===== src/rtl/if_id_queue_pkg.sv =====
// Shared defines for the fetch/decode instruction queue.
// Bus widths, zero/NOP words and the width helpers live here.
package if_id_queue_pkg;

   localparam int XLEN       = 32;
   localparam int INST_W_DEF = XLEN;
   localparam int ADDR_W_DEF = XLEN;
   localparam int DEPTH_DEF  = 4;

   localparam logic [XLEN-1:0] ZERO_WORD = '0;
   // Decode sees an all-zero word whenever the queue is empty.
   localparam logic [XLEN-1:0] NOP_INST  = ZERO_WORD;

   function automatic int clog2(input int n);
      return $clog2(n);
   endfunction

   function automatic int cnt_w(input int depth);
      return clog2(depth + 1);
   endfunction

endpackage


===== src/rtl/if_id_queue_if.sv =====
// Fetch-to-decode handshake bundle for the instruction queue.
// The queue takes the slave side; the surrounding pipeline the master.
interface if_id_queue_if
   import if_id_queue_pkg::*;
#(
   parameter int INST_W = INST_W_DEF,
   parameter int ADDR_W = ADDR_W_DEF,
   parameter int DEPTH  = DEPTH_DEF
);

   logic                      if_valid;
   logic                      if_ready;
   logic [INST_W-1:0]         if_inst;
   logic [ADDR_W-1:0]         if_pc;
   logic                      id_valid;
   logic                      id_ready;
   logic [INST_W-1:0]         id_inst;
   logic [ADDR_W-1:0]         id_pc;
   logic                      flush;
   logic [cnt_w(DEPTH)-1:0]   count;
   logic                      full;
   logic                      empty;

   modport master (
      output if_valid, if_inst, if_pc,
      output id_ready, flush,
      input  if_ready, id_valid, id_inst, id_pc,
      input  count, full, empty
   );

   modport slave (
      input  if_valid, if_inst, if_pc,
      input  id_ready, flush,
      output if_ready, id_valid, id_inst, id_pc,
      output count, full, empty
   );

endinterface


===== src/rtl/if_id_queue.sv =====
// Fall-through FIFO between fetch and decode.
// Flush wins over push/pop; storage is never cleared, only pointers.
module if_id_queue
   import if_id_queue_pkg::*;
#(
   parameter int INST_W = INST_W_DEF,
   parameter int ADDR_W = ADDR_W_DEF,
   parameter int DEPTH  = DEPTH_DEF
) (
   input logic            clk,
   input logic            rst,
   if_id_queue_if.slave   q
);

   localparam int PTR_W = clog2(DEPTH);
   localparam int CNT_W = cnt_w(DEPTH);

   typedef struct packed {
      logic [ADDR_W-1:0] pc;
      logic [INST_W-1:0] inst;
   } entry_t;

   entry_t             mem [DEPTH];
   logic [PTR_W-1:0]   head;
   logic [PTR_W-1:0]   tail;
   logic [CNT_W-1:0]   cnt;
   logic               full;
   logic               empty;
   logic               push;
   logic               pop;

   assign full  = (cnt == CNT_W'(DEPTH));
   assign empty = (cnt == '0);
   assign push  = q.if_valid && !full && !q.flush;
   assign pop   = !empty && q.id_ready && !q.flush;

   assign q.if_ready = !full;
   assign q.id_valid = !empty;
   assign q.full     = full;
   assign q.empty    = empty;
   assign q.count    = cnt;

   // Stale storage must not leak out when empty.
   assign q.id_inst = empty ? INST_W'(NOP_INST)  : mem[head].inst;
   assign q.id_pc   = empty ? ADDR_W'(ZERO_WORD) : mem[head].pc;

   always_ff @(posedge clk or negedge rst) begin
      if (!rst) begin
         head <= '0;
         tail <= '0;
         cnt  <= '0;
      end else if (q.flush) begin
         head <= '0;
         tail <= '0;
         cnt  <= '0;
      end else begin
         if (push)
            tail <= tail + PTR_W'(1);
         if (pop)
            head <= head + PTR_W'(1);
         unique case (1'b1)
            push && !pop: cnt <= cnt + CNT_W'(1);
            pop && !push: cnt <= cnt - CNT_W'(1);
            default:      cnt <= cnt;
         endcase
      end
   end

   always_ff @(posedge clk) begin
      if (push)
         mem[tail] <= '{pc: q.if_pc, inst: q.if_inst};
   end

endmodule


===== src/flat_wrapper.sv =====
// flat-port wrapper written by rule: the top's interface ports become plain ports
module if_id_queue_flat import if_id_queue_pkg::*;
#(
   parameter int INST_W = INST_W_DEF,
   parameter int ADDR_W = ADDR_W_DEF,
   parameter int DEPTH  = DEPTH_DEF
)
  (clk, rst, q_if_valid, q_if_inst, q_if_pc, q_id_ready, q_flush, q_if_ready, q_id_valid, q_id_inst, q_id_pc, q_count, q_full, q_empty);
  if_id_queue_if #(.INST_W(INST_W), .ADDR_W(ADDR_W), .DEPTH(DEPTH)) q_i ();
  input logic clk;
  input logic rst;
  input wire logic [$bits(q_i.if_valid)-1:0] q_if_valid;
  input wire logic [$bits(q_i.if_inst)-1:0] q_if_inst;
  input wire logic [$bits(q_i.if_pc)-1:0] q_if_pc;
  input wire logic [$bits(q_i.id_ready)-1:0] q_id_ready;
  input wire logic [$bits(q_i.flush)-1:0] q_flush;
  output wire logic [$bits(q_i.if_ready)-1:0] q_if_ready;
  output wire logic [$bits(q_i.id_valid)-1:0] q_id_valid;
  output wire logic [$bits(q_i.id_inst)-1:0] q_id_inst;
  output wire logic [$bits(q_i.id_pc)-1:0] q_id_pc;
  output wire logic [$bits(q_i.count)-1:0] q_count;
  output wire logic [$bits(q_i.full)-1:0] q_full;
  output wire logic [$bits(q_i.empty)-1:0] q_empty;
  assign q_i.if_valid = q_if_valid;
  assign q_i.if_inst = q_if_inst;
  assign q_i.if_pc = q_if_pc;
  assign q_i.id_ready = q_id_ready;
  assign q_i.flush = q_flush;
  assign q_if_ready = q_i.if_ready;
  assign q_id_valid = q_i.id_valid;
  assign q_id_inst = q_i.id_inst;
  assign q_id_pc = q_i.id_pc;
  assign q_count = q_i.count;
  assign q_full = q_i.full;
  assign q_empty = q_i.empty;
  if_id_queue #(.INST_W(INST_W), .ADDR_W(ADDR_W), .DEPTH(DEPTH)) u_core (.clk(clk), .rst(rst), .q(q_i));
endmodule

===== config.mk =====
export PLATFORM = sky130hd
export DESIGN_NAME = if_id_queue_flat
export DESIGN_NICKNAME = d
export VERILOG_FILES = /design/src/rtl/if_id_queue_pkg.sv /design/src/rtl/if_id_queue_if.sv /design/src/rtl/if_id_queue.sv /design/src/flat_wrapper.sv
export SDC_FILE = /design/constraint.sdc
export NUM_CORES = 1
export LEC_CHECK = 0
export ABC_AREA = 1
export BUFFER_PORTS_ARGS = -buffer_cell sky130_fd_sc_hd__buf_2
export CAP_MARGIN = 20
export CORE_MARGIN = 3
export CORE_UTILIZATION = 37
export CTS_BUF_LIST = sky130_fd_sc_hd__clkbuf_4 sky130_fd_sc_hd__clkbuf_8 sky130_fd_sc_hd__clkbuf_16
export CTS_CLUSTER_DIAMETER = 200
export CTS_CLUSTER_SIZE = 20
export DETAILED_ROUTE_END_ITERATION = 16
export GPL_TIMING_DRIVEN = 0
export MAX_ROUTING_LAYER = met4
export SYNTH_ARGS = -nofsm -noshare
export SYNTH_HDL_FRONTEND = slang
export SYNTH_SLANG_ARGS = --single-unit

===== constraint.sdc =====
create_clock -name clk -period 5.1 [get_ports clk]
set_input_delay 0.765 -clock clk [delete_from_list [all_inputs] [get_ports clk]]
set_output_delay 0.765 -clock clk [all_outputs]
set_load 0.005 [all_outputs]

; After elaboration in Yosys (flattened, before gate mapping)
; Memories as Yosys holds them, arrays and structs flattened.
; Index checks and enable logic that the tools add are counted.
[word_totals]
wordCells = 34
ram_bits = 256
out_inout_bits = 71
n_memories = 1
register_bits = 7
[classes]
reduce_logical = 15
mux = 10
eq_ne = 1
n_addsub = 4
[memory_table]
columns = memory, words, word_bits, read_ports, rd_ports_with_merged_regs, wr, line_no
row1 = u_core.mem, 4, 64, 1, 0, 1, if_id_queue.sv:23  ; entry_t mem [DEPTH];
[op_table]
columns = op, count
row1 = 2-to-1 mux 32 bit, 2
row2 = 2-to-1 mux 2 bit, 4
row3 = logical AND 1 bit, 6
row4 = one-hot mux 3 bit (2 select lines), 1
row5 = logical NOT 1 bit, 5
row6 = "adder 2 x 1 -> 2 bit, second input constant", 2
row7 = nonzero test 2 bit, 2
row8 = "adder 3 x 1 -> 3 bit, second input constant", 1
row9 = "== test 3 bit, second input constant", 1
row10 = logical NOT 3 bit, 1
row11 = 2-to-1 mux 3 bit, 1
row12 = nonzero test 3 bit, 1
row13 = "subtractor 3 x 1 -> 3 bit, second input constant", 1
row14 = 2-to-1 mux 1 bit, 2

; Longest topological paths before layout
; Gate-level depths: netlist of the first run.
[depth]
depth_word = 8
depth_mapped = 12
mapped_depth_nobuf = 12

; Worst setup path after synthesis of the first run
; OpenSTA, ideal clock, no wires.
[synth_timing]
kind = input -> register
from = in q_if_valid
to = mem u_core.mem[0][0] in the netlist's numbering, enable pin
n_path_buf = 0
cell_stages = 4
setup_ps = 486
t_required_ps = 4614
slack_ps = 863
arrival_time_ps = 3751
path_cell_list = nand2_1 > nor2_1 > inv_1 > nor2_1
[synth_between]
elab_chain_len = 4
[synth_lines]
columns = element, line_no
row1 = "start, declared", flat_wrapper.sv:12  ; input wire logic [$bits(q_i.if_valid)-1:0] q_if_valid;
row2 = logical AND 1 bit (2 in series), if_id_queue.sv:34  ; assign push = q.if_valid && !full && !q.flush;
row3 = 2-to-1 mux 1 bit, if_id_queue.sv:70  ; if (push)
row4 = 2-to-1 mux 1 bit (implied by the code), if_id_queue.sv:71  ; mem[tail] <= '{pc: q.if_pc, inst: q.if_inst};
row5 = "end, declared", if_id_queue.sv:23
; No other way between the ends.

; Worst setup path after layout of the first run
[layout_timing]
from = reg u_core.head[0]
to = out q_id_pc[31]
[layout_between]
elab_chain_len = 2
[layout_lines]
columns = element, line_no
row1 = "start, declared", if_id_queue.sv:24  ; logic [PTR_W-1:0] head;
row2 = "start signal, assigned", if_id_queue.sv:60  ; head <= head + PTR_W'(1);
row3 = memory (4 x 64 bit), -
row4 = 2-to-1 mux 32 bit, if_id_queue.sv:45  ; assign q.id_pc = empty ? ADDR_W'(ZERO_WORD) : mem[head].pc;
row5 = "end, declared", flat_wrapper.sv:20  ; output wire logic [$bits(q_i.id_pc)-1:0] q_id_pc;
; No other way between the ends.

==> flow_summary.ini, run 1 <==
[run_status]
outcome = complete, no violations

[sta]
worst_pin_slew_ps = 625
setup_viol = 0
fin_crit_sh = 0.612
rsz0062_at_grt = no
clock_skew_ps = 18.5
maxSlewViolCount = 0
period_needed_ps = 3120
maxSlewHeadroom = 0.583
fmax_mhz = 321
timing_hold_violations_final = 0

[cts]
cts_setup_buffers = 0
htree_levels = 1
clkLatencyLatePin_ps = 490
clk_path_buf_depth = 3
cts_root_buf = clkbuf_16
cts_tree = done
cts_resized = 0
clock_sinks = 263
clkSlewWorstSetupHoldPaths_ps = 80
postCtsHoldBufs = 0
cts-buffers-inserted = 17

[floorplanning]
coreArea_mm2 = 0.0273
io_pins = 140
die_x_um = 173
die-area_mm2 = 0.0301
num_rows = 60
chipHeight_um = 173
start_util = 0.381

[setup_path]
critical_path_class = reg2out
cp.required_ps = 4340
crit_path_end_kind = output pin
worstPathArrival_ps = 2350
startpoint_type = flip-flop
critPathMaxFanout = 10

[global_route]
grt_pass1_vias = 6542
grt_pass1_wl_mm = 37.6
grt_usage = 0.164
grt.overflow.total = 0
grt_max_degree = 31
antenna_found_initial = 4

[drt]
drt_iter0_drc = 488
drt-total-wl_mm = 24.5
vias = 6646
drc = 0
wl_per_cell_um = 17.9
dr.pass1.iters = 4
viasPerCell = 4.86
ant_nets = 0

[synth]
ys_ff_latch = 263
synthesis.nets = 894
synth_cells = 820
synth_area_mm2 = 0.0104
synth_edf_count = 256
synth_flop_cell = edfxtp_1
ys_seq_area_frac = 0.758
yosysWarnings = 0
async_flop_share = 0.0266
syn_area_per_cell_um2 = 12.7
ys_types = 22

[power_and_ir_drop]
combPwrFrac = 0.309
switching_power_w = 0.00185
p_leak_nw = 4.43
power_density_mw_per_mm2 = 460
finalPower_w = 0.00564
clkPwrFrac = 0.239
swShare = 0.328
p_seq_frac = 0.452
p_int_w = 0.00379
ir_drop_mv = 0.347

[layout]
seqCellArea_mm2 = 0.00786
num-fill-cells = 2482
multi_input_area_mm2 = 0.00220
fin_util = 0.450
syn_to_final_growth_pct = 18.2
drive_above_1_share = 0.211
nets = 1061

[hold_path]
hold_path.class = in2async

[flow_run]
max-cap-violations = 0

[placed_design]
dpl.hpwl_mm = 15.8
gp_congestion = 0.731
port_buffers = 139
-- routing by layer --
metal / track usage / vias to the layer above / wire (um)
li1: - / 3217 / -
met1: 0.214 / 3228 / 11000
met2: 0.271 / 172 / 11800
met3: 0.0267 / 29 / 1180
met4: 0.0389 / 0 / 501
met5: - / - / 0
-- path summary, 6_finish.rpt --
kind                                    from                end  depth (start not counted)  slack, ps
max                           u_core.head[0]        q_id_pc[31]                          6       1980
min                                      rst     u_core.head[1]                          1         90
max reg2reg                u_core.q.count[0]   u_core.mem[2][9]                          9       2640
min reg2reg                u_core.q.count[0]  u_core.q.count[0]                          1        590
max in group asynchronous                rst     u_core.tail[0]                          1       4860
min in group clk                 q_if_pc[28]  u_core.mem[1][60]                          1        480
-- cell usage after synthesis (4+ instances only) --
cell type    n  area, um2
a21oi_1     67        335
buf_1        8       30.0
buf_2       12       60.1
buf_4       10       75.1
buf_6        6       67.6
clkbuf_1    13       48.8
dfrtp_1      7        175
edfxtp_1   256       7690
ha_1         4       50.1
inv_1       14       52.6
nand2_1     21       78.8
nor2_1     261        980
o21ai_0    128        641
-- registers in the layout, summed over array words and instances, names as in the netlist --
register	flops
u_core.head	2
u_core.tail	2
u_core.mem	256
u_core.q.count	3
-- placed cells by master, fill, tap and decap left out, drive strengths merged --
| cell type | instances |
|---|---|
| nor2 | 263 |
| edfxtp | 256 |
| buf | 184 |
| o21ai | 132 |
| a21oi | 67 |
| clkbuf | 36 |
| nand2 | 22 |
| inv | 16 |
| dfrtp | 7 |
| diode | 4 |
| ha | 4 |
| nand3 | 2 |
| a21boi | 1 |
| xnor2 | 1 |
| fa | 1 |
-- critical path, stage by stage (launching register included) --
cell and delay (ps):
dfrtp_1 460, inv_2 100, buf_2 280, clkbuf_1 460, o21ai_0 170, a21oi_1 240, buf_2 160
-- cells by family (layout without fill, tap and decap cells) --
logic type | after synthesis | in the layout | share of synthesized area
compound gates | 200 | 200 | 0.0971
xor+xnor | 1 | 1 | 0.000844
fa+ha+maj | 5 | 5 | 0.00675
buf+inv | 64 | 236 | 0.0326
flops | 263 | 263 | 0.758
other cells | 0 | 4 | 0
simple gates | 287 | 287 | 0.105
-- stage by stage --
stage	instances	area (um2)	setup WS (ps)	hold slack [ps]	TNS (ps)
6_report	1368	12300	1980	90.2	0
3_5_place_dp	1340	11800	2410	574	0
5_1_grt	1368	12300	1800	76.1	0
4_1_cts	1364	12300	1900	78.3	0
3_3_place_gp	1331	11500	-1510	572	-361490
2_1_floorplan	820	10400	863	469	0
-- cell type report --
class | instances | share of cell area
Clock buffer | 23 | 0.0384
Tap cell | 372 | 0.0380
Timing Repair Buffer | 148 | 0.0727
Multi-Input combinational cell | 493 | 0.180
Sequential cell | 263 | 0.641
Inverter | 15 | 0.00459
Antenna cell | 4 | 0.000816
Clock inverter | 1 | 0.00163
Buffer | 49 | 0.0230
-- power groups by stage --
stage	combinational, W	sequential (W)	clock [W]
CTS	0.00178	0.00255	0.00137
detailed placement	0.00178	0.00260	0
global route	0.00196	0.00256	0.00147
finish	0.00174	0.00255	0.00135
global placement	0.00173	0.00262	0
floorplan	0.000943	0.00260	0
No activity file was read; power rests on OpenSTA's default activity.
==> inputs of run 2 (changes only) <==
--- a/config.mk
+++ b/config.mk
@@ -5,7 +5,7 @@
 export SDC_FILE = /design/constraint.sdc
 export NUM_CORES = 1
 export LEC_CHECK = 0
-export ABC_AREA = 1
+export ABC_AREA = 0
 export BUFFER_PORTS_ARGS = -buffer_cell sky130_fd_sc_hd__buf_2
 export CAP_MARGIN = 20
 export CORE_MARGIN = 3
==> constraint.sdc (replaced) <==
create_clock -name clk -period 2.8 [get_ports clk]
set_input_delay 0.42 -clock clk [delete_from_list [all_inputs] [get_ports clk]]
set_output_delay 0.42 -clock clk [all_outputs]
set_load 0.005 [all_outputs]
==> flow_summary.ini, run 2 <==
[setup_path]
critical_path_class = reg2out
worstPathArrival_ps = 2240
critPathMaxFanout = 10
crit_start = u_core.q.count[0]
cp.required_ps = 2380
startpoint_type = flip-flop
crit_path_end_kind = output pin
r2r-start = u_core.q.count[0]

[cts]
postCtsHoldBufs = 1
cts_resized = 0
cts_tree = done
clk_path_buf_depth = 3
cts_root_buf = clkbuf_16
cts-buffers-inserted = 17
htree_levels = 1
clkLatencyLatePin_ps = 490
clock_sinks = 263
clkSlewWorstSetupHoldPaths_ps = 80
cts_setup_buffers = 0

[sta]
maxSlewViolCount = 0
whs_ps = 142
setup_viol = 0
worst_pin_slew_ps = 629
fin_crit_sh = 0.949
timing_hold_violations_final = 0
setup_tns_ps = 0
rsz0062_at_grt = no
period_needed_ps = 2660
fmax_mhz = 376
maxSlewHeadroom = 0.580
setup_ws_ps = 144
clock_skew_ps = 14.8

[drt]
dr.pass1.iters = 5
viasPerCell = 4.86
wl_per_cell_um = 19.8
drt_iter0_drc = 336
vias = 4907
drc = 0
ant_nets = 0
drt-total-wl_mm = 20.0

[layout]
final_cell_mix = edfxtp_1, buf_2, and2_1, mux4_2, clkbuf_16
fin_util = 0.444
nets = 706
drive_above_1_share = 0.409
largest_register = u_core.mem
layout.cells.most_common = edfxtp_1
largest_register_ffs = 256
syn_to_final_growth_pct = 16.9
num-fill-cells = 2389

[synth]
ys_types = 38
synthTopCellsByCount = edfxtp_1, and2_1, mux4_2
ys_seq_area_frac = 0.761
syn_area_per_cell_um2 = 22.0
synth_edf_count = 256
synth_top_cell_by_area = edfxtp_1
synth_cells = 470
yosysTopAreaCellShare = 0.744
synth.area.mux_share = 0.141
synth_compound_area_frac = 0.0111
yosysWarnings = 0
synthXorXnorAreaFrac = 0.00254
yosysMostFrequentCell = edfxtp_1
ys_ff_latch = 263
synthSimpleGateAreaFrac = 0.0531
synthesis.nets = 544
synth_top_family_by_area = multiplexers
synth_flop_cell = edfxtp_1
netlist_top_cells_area = edfxtp_1, mux4_2, and2_1
synth_fa_ha_area_frac = 0.00678
synth_area_mm2 = 0.0103
async_flop_share = 0.0266

[floorplanning]
num_rows = 60
coreArea_mm2 = 0.0272
die-area_mm2 = 0.0300
chipHeight_um = 173
start_util = 0.380
die_x_um = 173
io_pins = 140

[global_route]
grt.overflow.total = 0
grt_max_degree = 36
grt_pass1_vias = 5436
grt_pass1_wl_mm = 31.5
antenna_found_initial = 2
grt_usage = 0.137

[power_and_ir_drop]
finalPower_w = 0.00853
p_leak_nw = 4.13
ir_drop_mv = 0.364
power_density_mw_per_mm2 = 707

[flow_run]
max-cap-violations = 0

[placed_design]
dp_slack_ps = 350
gp_congestion = 0.767
port_buffers = 138
dpl.hpwl_mm = 12.9

[run_status]
outcome = complete, no violations

[hold_path]
hp-start = q_if_pc[10]
hold_path.class = in2reg
## run 2: changes by cell type after synthesis, sizes merged, moves of 3 or more
cell,change
clkbuf,-10
nor2,-258
inv,-10
mux4,+64
o21ai,-130
xor2,+3
and2,+69
a21oi,-64
buf,-13
nand2,-21
## run 2: area by class of cell
cell class              count  area (um2)  area share
flip-flops and latches    263        7860       0.651
multi-input cells         175        2220       0.184
repair buffers            143         781      0.0647
well taps                 372         465      0.0385
clock buffers              22         463      0.0383
plain buffers              26         225      0.0187
inverters                   6        27.5     0.00228
clock inverters             1        20.0     0.00166
diodes                      2        5.00    0.000415
## run 2: worst max-delay path, cell delays in order, from the launching register on
cell and delay, ps:
dfrtp_1 430, buf_6 160, or3_4 380, buf_2 250
buf_2 230, and2_1 170, buf_2 130
## run 2: worst paths after layout
path | end | slack [ps] | depth (start not counted)
setup / recovery | q_id_inst[13] | 140 | 6
hold reg to reg | u_core.tail[1] | 620 | 2
setup reg to reg | u_core.q.count[1] | 270 | 8
max in group asynchronous | u_core.tail[0] | 2340 | 2
min in group asynchronous | u_core.q.count[0] | 290 | 2
hold / removal | u_core.mem[1][42] | 140 | 1
## run 2: cells by family (layout without fill, tap and decap cells)
| logic type | after synthesis | count (layout) |
|---|---|---|
| other | 0 | 2 |
| and+or+nand+nor | 86 | 86 |
| adders and majority gates | 5 | 5 |
| muxes | 65 | 65 |
| buffers and inverters | 32 | 198 |
| AOI/OAI and AO/OA | 16 | 16 |
| xor gates and xnor gates | 3 | 3 |
| DFF | 263 | 263 |
## run 2: metrics by stage
stage / area (um2) / cells
global route: 12100 / 1010
global placement: 11500 / 980
floorplan: 10300 / 470
finish: 12100 / 1010
CTS: 12100 / 1008
detailed placement: 11600 / 984
## run 2: power breakdown
| group | leakage [nW] | switching [W] | total, W | internal, W |
|---|---|---|---|---|
| logic | 1.47 | 0.000776 | 0.00163 | 0.000849 |
| registers | 2.42 | 0.0000432 | 0.00450 | 0.00445 |
| clock network | 0.242 | 0.00123 | 0.00241 | 0.00118 |
## run 2: layer usage
layer / part of all wire / global-route usage / wire length (um) / vias up
li1: - / - / - / 2215
met1: 0.42 / 0.172 / 8480 / 2552
met2: 0.51 / 0.233 / 10300 / 114
met3: 0.046 / 0.0257 / 926 / 26
met4: 0.018 / 0.0314 / 358 / 0
met5: 0 / - / 0 / -
==> inputs of run 3 (changes only) <==
--- a/config.mk
+++ b/config.mk
@@ -6,8 +6,10 @@
 export NUM_CORES = 1
 export LEC_CHECK = 0
 export ABC_AREA = 0
-export BUFFER_PORTS_ARGS = -buffer_cell sky130_fd_sc_hd__buf_2
+export BUFFER_PORTS_ARGS = -buffer_cell sky130_fd_sc_hd__buf_4
 export CAP_MARGIN = 20
+export CELL_PAD_IN_SITES_DETAIL_PLACEMENT = 0
+export CELL_PAD_IN_SITES_GLOBAL_PLACEMENT = 1
 export CORE_MARGIN = 3
 export CORE_UTILIZATION = 37
 export CTS_BUF_LIST = sky130_fd_sc_hd__clkbuf_4 sky130_fd_sc_hd__clkbuf_8 sky130_fd_sc_hd__clkbuf_16
@@ -16,6 +18,7 @@
 export DETAILED_ROUTE_END_ITERATION = 16
 export GPL_TIMING_DRIVEN = 0
 export MAX_ROUTING_LAYER = met4
+export PLACE_DENSITY_LB_ADDON = 0.1
 export SYNTH_ARGS = -nofsm -noshare
 export SYNTH_HDL_FRONTEND = slang
 export SYNTH_SLANG_ARGS = --single-unit
==> flow_summary.ini, run 3 (same netlist as run 2, synthesis figures left out) <==
[sta]
fmax_mhz = 383
period_needed_ps = 2610
maxSlewViolCount = 0
clock_skew_ps = 14.3
timing_hold_violations_final = 0
maxSlewHeadroom = 0.524
rsz0062_at_grt = no
setup_viol = 0
worst_pin_slew_ps = 713
fin_crit_sh = 0.933

[drt]
drc = 0
drt-total-wl_mm = 20.7
drt_iter0_drc = 258
dr.pass1.iters = 5
vias = 4949
ant_nets = 0
wl_per_cell_um = 20.5
viasPerCell = 4.91

[power_and_ir_drop]
power_density_mw_per_mm2 = 701
p_leak_nw = 4.22
ir_drop_mv = 0.394
finalPower_w = 0.00872

[cts]
clk_path_buf_depth = 3
cts_root_buf = clkbuf_16
htree_levels = 1
clock_sinks = 263
cts_tree = done
cts-buffers-inserted = 17
clkLatencyLatePin_ps = 480
clkSlewWorstSetupHoldPaths_ps = 80

[global_route]
grt_usage = 0.141
grt.overflow.total = 0
antenna_found_initial = 0
grt_pass1_wl_mm = 31.7
grt_pass1_vias = 5386
grt_max_degree = 35

[layout]
multi_input_area_mm2 = 0.00222
nets = 706
largest_register_ffs = 256
antenna_cells = 0
fin_area_mm2 = 0.0124
layout.cells.most_common = edfxtp_1
seqCellArea_mm2 = 0.00786
syn_to_final_growth_pct = 20.4
final_cell_mix = edfxtp_1, buf_4, and2_1, mux4_2, clkbuf_16
num-fill-cells = 2362
drive_above_1_share = 0.409
largest_register = u_core.mem

[setup_path]
crit_path_end_kind = output pin
r2r-end = u_core.q.count[1]
critical-path-max-stage-delay_ps = 500
r2r_slack_ps = 220
ff2ff_path_depth = 8
r2r-start = u_core.q.count[0]
startpoint_type = flip-flop
cp.required_ps = 2380
worstPathArrival_ps = 2190
critPathMaxFanout = 10
critical_path_class = reg2out
worstPathCellList = buf_6 > buf_12 > mux4_2 > and2_1 > buf_4
crit_path_top_delay_cell = mux4_2

[floorplanning]
num_rows = 60
die_x_um = 173
start_util = 0.380
io_pins = 140
chipHeight_um = 173
die-area_mm2 = 0.0300
coreArea_mm2 = 0.0272

[flow_run]
max-cap-violations = 0

[hold_path]
hold_path.class = in2reg
hp-start = q_if_pc[11]
min_path_cells = 1
holdPathEnd = u_core.mem[3][43]

[placed_design]
gp_congestion = 0.763
dpl-instance-area_mm2 = 0.0119
port_buffers = 138
dpl.hpwl_mm = 12.7

[run_status]
outcome = complete, no violations
## run 3: changes by cell type in the layout (fill, tap and decap cells not counted), sizes merged
cell	delta
diode	-2
clkbuf	+1
buf	-1
## run 3: timing repair
action / CTS / global route
setup buffers: 0 / 0
hold buffers: 1 / 0
endpoints found under the hold margin: 7 / 0
setup endpoints to repair: 0 / 3
resized for setup: 0 / 3
## run 3: worst max path at each step
stage,startpoint,to,cells past startpoint
6_report,u_core.head[0],q_id_inst[5],5
5_1_grt,u_core.head[0],q_id_inst[2],5
3_5_place_dp,u_core.q.count[0],u_core.q.count[1],8
2_1_floorplan,u_core.q.count[0],u_core.q.count[1],8
3_3_place_gp,u_core.q.count[1],u_core.mem[0][57],5
4_1_cts,u_core.q.count[0],q_id_inst[13],6
## run 3: stage by stage
stage	setup slack (ps)	setup TNS (ps)	utilization	hold slack, ps	std cells
6_report	188	0	0.458	132	1008
2_1_floorplan	519	0	-	124	470
3_3_place_gp	-390	-96710	0.436	242	980
4_1_cts	57.1	0	0.457	102	1008
5_1_grt	48.3	0	0.458	102	1008
3_5_place_dp	242	0	0.439	243	984
## run 3: final cells by class
cell class	count	area share
clock inverter	1	0.00161
sequential	263	0.632
timing repair buffer	143	0.0918
tap	372	0.0374
clock buffer	22	0.0372
inverter	6	0.00221
multi-input combinational	175	0.179
buffer	26	0.0185
## run 3: routing by layer
| metal | share of wire | GRT usage | vias to the layer above |
|---|---|---|---|
| met4 | 0.021 | 0.0301 | 0 |
| met5 | 0 | - | - |
| met1 | 0.42 | 0.180 | 2569 |
| met2 | 0.51 | 0.238 | 132 |
| li1 | - | - | 2219 |
| met3 | 0.047 | 0.0283 | 29 |
## run 3: critical path: cells and delay by family (launching register included)
kind,cells,cell delay [ps]
AND/OR/NAND/NOR,1,190
multiplexers,1,500
flip-flops,1,450
buffers and inverters,3,570
## run 3: where the power goes
part           internal (W)  leakage [nW]  switching, W  total (W)
logic               0.00103          1.56      0.000801    0.00183
registers           0.00445          2.42     0.0000423    0.00450
clock network       0.00118         0.242       0.00121    0.00239
